$ cat src/rtl/div_share_ctrl.sv
// Shared iterative restoring divider with round-robin request arbitration.
// Serves one request at a time and produces one quotient bit per clock.
module div_share_ctrl #(
    parameter int WIDTH = 56,
    parameter int NREQ  = 4,
    parameter int IDW   = 2
) (
    input  logic                  clk,
    input  logic                  rst,
    input  logic [NREQ-1:0]       req_valid,
    input  logic [NREQ*WIDTH-1:0] req_a,
    input  logic [NREQ*WIDTH-1:0] req_b,
    output logic [NREQ-1:0]       req_ready,
    output logic                  busy,
    output logic                  rsp_valid,
    output logic [IDW-1:0]        rsp_id,
    output logic [WIDTH-1:0]      rsp_quot,
    output logic [WIDTH-1:0]      rsp_rem,
    output logic                  rsp_div0
);

    localparam int CW = $clog2(WIDTH);

    typedef enum logic [1:0] {
        IDLE,
        ITER,
        DONE
    } state_t;

    state_t          state;
    logic [IDW-1:0]  rr_ptr;
    logic [IDW-1:0]  id_q;
    logic [WIDTH-1:0] dq_q;
    logic [WIDTH-1:0] b_q;
    logic [WIDTH-1:0] rem_q;
    logic [CW-1:0]   cnt;
    logic            div0_q;

    logic [NREQ-1:0] grant;
    logic [IDW-1:0]  grant_idx;
    logic            found;
    logic            hs;
    logic [WIDTH-1:0] a_sel;
    logic [WIDTH-1:0] b_sel;

    logic [WIDTH:0]   shifted;
    logic            ge;
    logic [WIDTH-1:0] rem_nx;
    logic [WIDTH-1:0] dq_nx;

    // Round-robin search upward from rr_ptr, wrapping at NREQ.
    always_comb begin
        int k;
        k         = 0;
        grant     = '0;
        grant_idx = '0;
        found     = 1'b0;
        for (int i = 0; i < NREQ; i++) begin
            k = int'(rr_ptr) + i;
            if (k >= NREQ) begin
                k = k - NREQ;
            end
            if (!found && req_valid[k]) begin
                found     = 1'b1;
                grant[k]  = 1'b1;
                grant_idx = IDW'(k);
            end
        end
    end

    assign req_ready = (state == IDLE && !rst) ? grant : '0;
    assign hs        = |(req_valid & req_ready);
    assign a_sel     = req_a[int'(grant_idx)*WIDTH +: WIDTH];
    assign b_sel     = req_b[int'(grant_idx)*WIDTH +: WIDTH];

    // One restoring step; the compare uses one extra bit so it never wraps.
    always_comb begin
        shifted = {rem_q, dq_q[WIDTH-1]};
        ge      = shifted >= {1'b0, b_q};
        rem_nx  = ge ? (shifted[WIDTH-1:0] - b_q) : shifted[WIDTH-1:0];
        dq_nx   = {dq_q[WIDTH-2:0], ge};
    end

    // Control FSM with operand datapath and registered response outputs.
    always_ff @(posedge clk or posedge rst) begin
        if (rst) begin
            state     <= IDLE;
            rr_ptr    <= '0;
            id_q      <= '0;
            dq_q      <= '0;
            b_q       <= '0;
            rem_q     <= '0;
            cnt       <= '0;
            div0_q    <= 1'b0;
            busy      <= 1'b0;
            rsp_valid <= 1'b0;
            rsp_id    <= '0;
            rsp_quot  <= '0;
            rsp_rem   <= '0;
            rsp_div0  <= 1'b0;
        end else begin
            unique case (state)
                IDLE: begin
                    if (hs) begin
                        dq_q   <= a_sel;
                        b_q    <= b_sel;
                        div0_q <= (b_sel == '0);
                        id_q   <= grant_idx;
                        rem_q  <= '0;
                        cnt    <= CW'(WIDTH - 1);
                        busy   <= 1'b1;
                        state  <= ITER;
                        if (int'(grant_idx) == NREQ - 1) begin
                            rr_ptr <= '0;
                        end else begin
                            rr_ptr <= grant_idx + 1'b1;
                        end
                    end
                end
                ITER: begin
                    rem_q <= rem_nx;
                    dq_q  <= dq_nx;
                    if (cnt == '0) begin
                        state     <= DONE;
                        rsp_valid <= 1'b1;
                        rsp_id    <= id_q;
                        rsp_quot  <= dq_nx;
                        rsp_rem   <= rem_nx;
                        rsp_div0  <= div0_q;
                    end else begin
                        cnt <= cnt - 1'b1;
                    end
                end
                DONE: begin
                    rsp_valid <= 1'b0;
                    rsp_div0  <= 1'b0;
                    busy      <= 1'b0;
                    state     <= IDLE;
                end
                default: begin
                    state <= IDLE;
                end
            endcase
        end
    end

endmodule

$ cat config.mk
export PLATFORM = sky130hd
export DESIGN_NAME = div_share_ctrl
export DESIGN_NICKNAME = d
export VERILOG_FILES = /design/src/rtl/div_share_ctrl.sv
export SDC_FILE = /design/constraint.sdc
export NUM_CORES = 1
export LEC_CHECK = 0
export BUFFER_PORTS_ARGS = -buffer_cell sky130_fd_sc_hd__buf_2
export CAP_MARGIN = 20
export CORE_AREA = 2 2 227 229
export CTS_BUF_LIST = sky130_fd_sc_hd__clkbuf_16
export CTS_CLUSTER_SIZE = 8
export DETAILED_ROUTE_END_ITERATION = 10
export DIE_AREA = 0 0 229 231
export SLEW_MARGIN = 40
export SYNTH_ARGS = -nofsm -noshare
export SYNTH_HDL_FRONTEND = slang
export SYNTH_SLANG_ARGS = --single-unit
$ cat constraint.sdc
create_clock -name clk -period 12.7 [get_ports clk]
set_input_delay 2.54 -clock clk [delete_from_list [all_inputs] [get_ports clk]]
set_output_delay 2.54 -clock clk [all_outputs]
set_load 0.05 [all_outputs]
==> implementation parameters, run 1 <==
Parameter                              Value

Clock network
  Clock sink count ... approximately 300
  Post-CTS Resized ... 0
  Number of buffers added to fix hold violations after cts ... 0
  Clock-pin slew reported for the worst setup and hold paths after clock tree synthesis ... roughly 50 ps
  Number of buffers inserted by post-CTS setup repair ... 0
  Count of H-tree levels built during CTS ... 2
  Clock buffers created by TritonCTS ... 43
  Worst-case clock buffer depth ... 3
  TritonCTS clock tree ... done
  Clock Tree Root ... clkbuf_16
  Clock Latency Late Sink ... approximately 580 ps

Placed design
  HPWL Detailed ... 56600 µm
  Post-placement setup slack ... 5490 ps
  Count of buffers from port buffering ... around 570
  Weighted congestion reported at the end of routability-driven placement ... between 0.9 and 1

Floorplan
  I/O pin total ... 575
  Horiz. Die Dim ... ~230 µm
  Core Rows ... 83
  Core outline area ... 0.0507 mm²
  Height of the chip ... approximately 230 µm
  Die ar. ... 0.0529 mm²
  Starting utilization of the core area ... around two fifths

Critical path
  Critical setup path kind ... in2out
  Endpoint class of the critical path ... output pin
  Worst-case reg-to-reg path depth ... 12
  Reg-to-Reg End ... div0_q
  Beginning of the worst register-to-register path ... rr_ptr[0]
  Minimum setup slack among reg-to-reg paths ... roughly 7100 ps
  Maximum fanout count along the critical path ... 11
  Worst Path Required ... between 10000 and 15000 ps
  Critical path startpoint category ... primary input
  Data arrival time of the critical path ... roughly 4700 ps

Global routing
  Met1 routing resource usage after global routing ... between 30% and 40%
  Largest net degree at the start of global routing ... about 120
  Busiest metal layer after global routing ... met2
  First-pass GRT wire length ... 112000 µm
  Vias in the first global route ... 19200
  Global-route track usage on met3 ... 4.73%
  Global routing usage on met2 ... around 50%
  Overall track demand over capacity in global routing ... a little over a quarter
  Antenna violations before repair ... 12
  Leftover overflow at the end of global routing ... 0

Logic synthesis
  Post-synthesis sequential element count ... slightly below 300
  Count leader, synth ... nand2_1
  Count of cell types in the netlist ... 73
  Main synth FF type ... dfrtp_1
  Post-synthesis instance area ... about 0.020 mm²
  Cells after synthesis ... ~2300
  Most frequent cells after synthesis ... 433 x nand2_1, 298 x dfrtp_1, 227 x mux2i_1, 181 x a21oi_1, 155 x nor2_1
  Total nets after synthesis ... 2846
  Synth warn ... 0
  Main area contributors after synthesis ... dfrtp_1 38%, mux2i_1 12%, nand2_1 8.3%
  Sequential fraction of the synthesis area ... a little under two fifths
  Post-synthesis cell type with the largest combined area ... dfrtp_1
  Mean instance size in the synthesized netlist ... 8.45 µm²
  Post-synth ARST share ... 100%
  Synth top area share ... about 38%
  Number of enable flip-flop cells after synthesis ... 0

Drt
  Total length of routed wires ... roughly 74000 µm
  Number of routed nets with antenna violations ... 0
  Wire length per cell after detailed routing ... 21.1 µm
  Residual DRC ... 0
  Post-DR vias/cell ... between 5 and 6
  Number of iterations in the first detailed-routing pass ... 5
  Initial detailed-routing violation count ... 1367
  Via total after detailed routing ... 19200

Final layout
  Area growth from synthesis to final layout ... 22.4%
  Nets ... between 3000 and 4000
  Total of fill cells in the finished design ... slightly above 5000
  Storage element area ... between 0.007 and 0.008 mm²
  Post-layout utilization of the core ... between 40% and 50%
  Share of cells above drive strength 1 ... about a quarter
  Total area of multi-input combinational cells ... around 0.011 mm²

Timing
  Number of endpoints with negative hold slack in the final report ... 0
  Count of final max-slew check failures ... 0
  Worst slew slack as a fraction of its limit ... approximately 44%
  FMAX ... between 100 and 150 MHz
  Final setup viols ... 0
  Slew at the pin closest to its max-slew limit ... around 830 ps
  Final worst path period need ... 7250 ps
  Clock tree skew after final layout ... ~24 ps
  Final period util ... 57.1%
  WHS ... around 470 ps
  Final setup slack of the worst path ... approximately 5400 ps
  Setup repair after global routing missed its margin ... no
  Setup TNS after final layout ... 0 ps

Worst hold path
  Hold Path Origin ... rsp_quot[46]
  End point of the worst hold path ... rsp_quot[46]
  Cell depth of the worst min-delay path ... 2
  Kind of path behind the tightest hold check ... reg2reg

Power and ir drop
  Pwr dens ... just over 90 mW/mm²
  Power Total ... about 2.2 mW
  Leakage power ... roughly 12 nW
  Peak supply drop ... around 0.000087 V

Flow run
  Total of max-cap violations ... 0

Outcome
  Outcome ... complete, no violations
-- worst max-delay path, stage by stage --
cell and delay, ps:
buf_2 170, mux4_2 620, a2111oi_2 600, a221oi_1 170
nor2_1 290, buf_2 330
-- power by group --
part / leakage, nW / internal, mW / switching [mW]
logic: 8.14 / 0.112 / 0.141
registers: 3.67 / 0.951 / 0
clock network: 0.573 / 0.600 / 0.426
total: 12.4 / 1.66 / 0.568
-- routing by layer --
layer  routed length (µm)  vias up
met2                36600      692
met5                   12        -
li1                     -     9176
met4                 2490        2
met1                30300     9185
met3                 4180      126
-- stage by stage --
| stage | cells | cell area [µm²] |
|---|---|---|
| detailed placement | 3433 | 22900 |
| CTS | 3483 | 24000 |
| finish | 3490 | 24100 |
| global placement | 3429 | 22800 |
| global route | 3490 | 24100 |
| floorplan | 2329 | 19700 |
-- sequential cells by signal, indices dropped and copies added, names as in the netlist --
| name | count |
|---|---|
| rsp_div0 | 1 |
| div0_q | 1 |
| state | 2 |
| rem_q | 56 |
| busy | 1 |
| rsp_quot | 56 |
| rr_ptr | 2 |
| cnt | 6 |
| rsp_id | 2 |
| rsp_rem | 56 |
| b_q | 56 |
| rsp_valid | 1 |
| id_q | 2 |
| dq_q | 56 |
-- worst max path at each step --
stage,start,endpoint,slack [ps]
floorplan,rst,b_q[0],1930
global placement,req_valid[0],req_ready[2],5630
detailed placement,req_valid[0],req_ready[2],5490
CTS,req_valid[0],req_ready[2],5480
global route,req_valid[0],req_ready[2],5340
finish,req_valid[0],req_ready[2],5450
-- cell families after synthesis --
group	Yosys count	synth area share (%)
XOR/XNOR	58	2.58
adder cells (fa/ha/maj)	63	4.05
multiplexers	234	12.1
AO/OA/AOI/OAI	604	19.4
AND/OR/NAND/NOR	820	18.4
flip-flops	298	37.9
buffers and inverters	252	5.56
-- cells in the final DEF, fill, tap and decap left out, types with 5 or more instances in the layout --
| cell type | instances |
|---|---|
| nor2b_1 | 9 |
| dfrtp_1 | 298 |
| and2_1 | 61 |
| o21ai_0 | 151 |
| a31oi_1 | 17 |
| o211ai_1 | 10 |
| o21bai_1 | 9 |
| a21oi_1 | 181 |
| buf_2 | 574 |
| xnor2_1 | 36 |
| ha_1 | 62 |
| and3_1 | 7 |
| o21a_1 | 10 |
| a221oi_1 | 5 |
| nor3_1 | 13 |
| nand4_1 | 54 |
| buf_4 | 10 |
| a311oi_1 | 24 |
| diode_2 | 6 |
| clkbuf_16 | 43 |
| o31ai_1 | 5 |
| inv_1 | 81 |
| nand2_1 | 433 |
| buf_6 | 9 |
| nand2b_1 | 6 |
| a22oi_1 | 6 |
| a21o_1 | 14 |
| o22ai_1 | 11 |
| a211oi_1 | 87 |
| mux2i_1 | 227 |
| nor2_1 | 155 |
| nand3_1 | 47 |
| a221o_1 | 23 |
| o21ai_1 | 15 |
| nor4_1 | 6 |
| xor2_1 | 22 |
-- final cells by class --
| type | instances | share of cell area [%] |
|---|---|---|
| Clock inverter | 7 | 0.286 |
| Sequential cell | 298 | 31.0 |
| Timing Repair Buffer | 597 | 13.0 |
| Clock buffer | 43 | 4.47 |
| Inverter | 80 | 1.30 |
| Antenna cell | 6 | 0.0624 |
| Tap cell | 680 | 3.54 |
| Multi-Input combinational cell | 1779 | 46.4 |
(Power assumes the default switching activity.)
==> run 2: changes to the inputs <==
==> constraint.sdc (replaced) <==
create_clock -name clk -period 7.3 [get_ports clk]
set_input_delay 1.46 -clock clk [delete_from_list [all_inputs] [get_ports clk]]
set_output_delay 1.46 -clock clk [all_outputs]
set_load 0.05 [all_outputs]
==> run 2 against run 1 <==
Die area stayed put. Critical endpoint is now req_ready[3]. Via count decreased by 0.90%. Design area increased by 0.14%. Worst setup slack lost 3300 ps. Largest power group unchanged. Clock-buffer cell count up 1.
==> implementation parameters, run 2 (synthesized netlist as in run 1, its figures left out) <==
Parameter                              Value

Worst hold path
  Hold Path Origin ... rsp_id[0]
  Cell depth of the worst min-delay path ... 2 (unchanged)
  Kind of path behind the tightest hold check ... reg2reg
  End point of the worst hold path ... rsp_id[0]

Timing
  Final period util ... between 70 and 80%
  Slew at the pin closest to its max-slew limit ... 887 ps (+52.5 ps)
  Final setup slack of the worst path ... 2140 ps (-3300 ps)
  Count of final max-slew check failures ... 0 (unchanged)
  Final setup viols ... 0 (unchanged)
  Number of endpoints with negative hold slack in the final report ... 0 (unchanged)
  Final worst path period need ... 5160 ps
  Worst slew slack as a fraction of its limit ... 40.1% (-4.3 points)
  WHS ... 466 ps (-2.29 ps)
  Clock tree skew after final layout ... 21.9 ps (-1.81 ps)
  FMAX ... approximately 190 MHz
  Setup repair after global routing missed its margin ... no
  Setup TNS after final layout ... 0 ps (unchanged)

Clock network
  Worst-case clock buffer depth ... 3 (unchanged)
  Clock-pin slew reported for the worst setup and hold paths after clock tree synthesis ... 50 ps (about the same)
  Clock sink count ... 298 (unchanged)
  TritonCTS clock tree ... done
  Clock Latency Late Sink ... 560 ps (-20 ps)
  Number of buffers added to fix hold violations after cts ... 0 (unchanged)
  Number of buffers inserted by post-CTS setup repair ... 0 (unchanged)
  Count of H-tree levels built during CTS ... 2 (unchanged)
  Post-CTS Resized ... 0 (unchanged)
  Clock buffers created by TritonCTS ... 43 (unchanged)
  Clock Tree Root ... clkbuf_16

Critical path
  Maximum fanout count along the critical path ... 14 (+3)
  Cell depth of the worst setup path ... 8 (+2)
  CP Cell Sequence ... inv_1 > ha_1 > mux4_2 > nor2b_2 > a22oi_1 > or2_2 > a21oi_1 > buf_2
  Number of buffers and inverters on the critical path ... 2 (unchanged)
  Worst Path Required ... 5840 ps (-4320 ps)
  Critical setup path kind ... reg2out
  Beginning of the worst register-to-register path ... rr_ptr[0]
  Critical path startpoint category ... flip-flop
  Worst-case reg-to-reg path depth ... 12 (unchanged)
  Endpoint class of the critical path ... output pin
  Cell family contributing the most delay on the critical path ... flip-flops
  Data arrival time of the critical path ... 3700 ps (-1010 ps)
  Reg-to-Reg End ... div0_q
  Minimum setup slack among reg-to-reg paths ... 2360 ps (-4780 ps)
  Slowest cell on crit path ... dfrtp_1
  Delay of the slowest cell on the worst path ... 690 ps (+70 ps)

Final layout
  Nets ... 3315 (-0.030%)
  Share of cells above drive strength 1 ... 24.0% (about the same)
  Post-layout utilization of the core ... 47.6% (+0.064 points)
  Area growth from synthesis to final layout ... 22.5%
  Commonest cells after routing, fill and taps aside ... 574 x buf_2, 433 x nand2_1, 298 x dfrtp_1
  Filler-free cell count of the finished design ... 3492 (+0.057%)
  Final instance area ... 0.0241 mm² (+0.14%)
  Most common cell after layout, fill and taps aside ... buf_2

Placed design
  HPWL Detailed ... 57100 µm (+0.97%)
  Weighted congestion reported at the end of routability-driven placement ... 0.937 (about the same)
  Cell total after placement ... 3433 (unchanged)
  Placed cell areas ... 0.0229 mm² (+0.19%)
  Count of buffers from port buffering ... 574 (unchanged)
  Post-placement setup slack ... 2200 ps (-3280 ps)

Power and ir drop
  Leakage power ... 12.4 nW (about the same)
  Reg power frac ... 42.7% (about the same)
  Logic pwr share ... 11.5% (about the same)
  Power Total ... 3.88 mW (+74%)
  Clock network fraction of total power ... 45.9% (about the same)
  Pwr dens ... 161 mW/mm² (+74%)
  Peak supply drop ... 0.000124 V (+43%)
  Design internal power ... 2.91 mW (+75%)
  Reported net switching power ... 0.969 mW (+71%)
  Net switching fraction of the power ... 25.0% (-0.48 points)

Global routing
  Leftover overflow at the end of global routing ... 0 (unchanged)
  Overall track demand over capacity in global routing ... 27.4% (+0.23 points)
  First-pass GRT wire length ... 111000 µm (-0.37%)
  Largest net degree at the start of global routing ... 154 (+31%)
  Vias in the first global route ... 19100 (-0.13%)
  Antenna violations before repair ... 13 (+1)

Drt
  Number of routed nets with antenna violations ... 0 (unchanged)
  Initial detailed-routing violation count ... 1097 (-20%)
  Total length of routed wires ... 73900 µm (+0.44%)
  Post-DR vias/cell ... 5.44 (-0.96%)
  Wire length per cell after detailed routing ... 21.2 µm (+0.38%)
  Number of iterations in the first detailed-routing pass ... 5 (unchanged)
  Residual DRC ... 0 (unchanged)
  Via total after detailed routing ... 19000 (-0.90%)

Flow run
  Total of max-cap violations ... 0 (unchanged)

Floorplan
  Horiz. Die Dim ... 229 µm (unchanged)
  I/O pin total ... 575 (unchanged)
  Die ar. ... 0.0529 mm² (unchanged)
  Starting utilization of the core area ... 38.8% (unchanged)
  Height of the chip ... 231 µm (unchanged)
  Core outline area ... 0.0507 mm² (unchanged)
  Core Rows ... 83 (unchanged)

Outcome
  Outcome ... complete, no violations
## run 2: area by class of cell
| type | instances | area [µm²] |
|---|---|---|
| antenna | 10 | 25.0 |
| clock buffer | 44 | 1100 |
| clock inverter | 5 | 37.5 |
| fill | 5060 | 26600 |
| inverter | 80 | 304 |
| multi-input combinational | 1779 | 11200 |
| sequential | 298 | 7460 |
| tap | 680 | 851 |
| timing repair buffer | 596 | 3150 |
## run 2: power groups by stage
stage / clock (mW) / sequential (mW) / combinational, mW
after floorplan: 0 / 1.68 / 0.247
after global placement: 0 / 1.68 / 0.435
after detailed placement: 0 / 1.68 / 0.446
after CTS: 1.83 / 1.65 / 0.448
after global routing: 1.90 / 1.65 / 0.486
final: 1.78 / 1.66 / 0.445
## run 2: worst register-to-register path: stages, from the launching register on
cell and delay [ps]:
dfrtp_1 690, inv_1 200, ha_1 490, a221oi_1 120, o22ai_1 310, and3_4 490
buf_12 470, mux2i_1 760, nand4_1 290, mux2i_1 260, nand4_1 210, or4_1 450
o21ai_1 130
## run 2: routing by layer
metal,track usage (%),vias up,routed length (µm)
met4,13.3,4,3600
met2,47.7,620,36400
met3,4.35,124,3980
met1,32.9,9077,29900
li1,-,9183,-
met5,0,-,27
## run 2: worst max-delay path by stage
| stage | from | end | slack, ps |
|---|---|---|---|
| after floorplan | rst | b_q[0] | 1880 |
| after global placement | req_valid[0] | div0_q | 2280 |
| after detailed placement | req_valid[0] | div0_q | 2200 |
| after CTS | rr_ptr[0] | req_ready[0] | 2110 |
| after global routing | rr_ptr[0] | req_ready[2] | 1860 |
| final | rr_ptr[0] | req_ready[3] | 2140 |
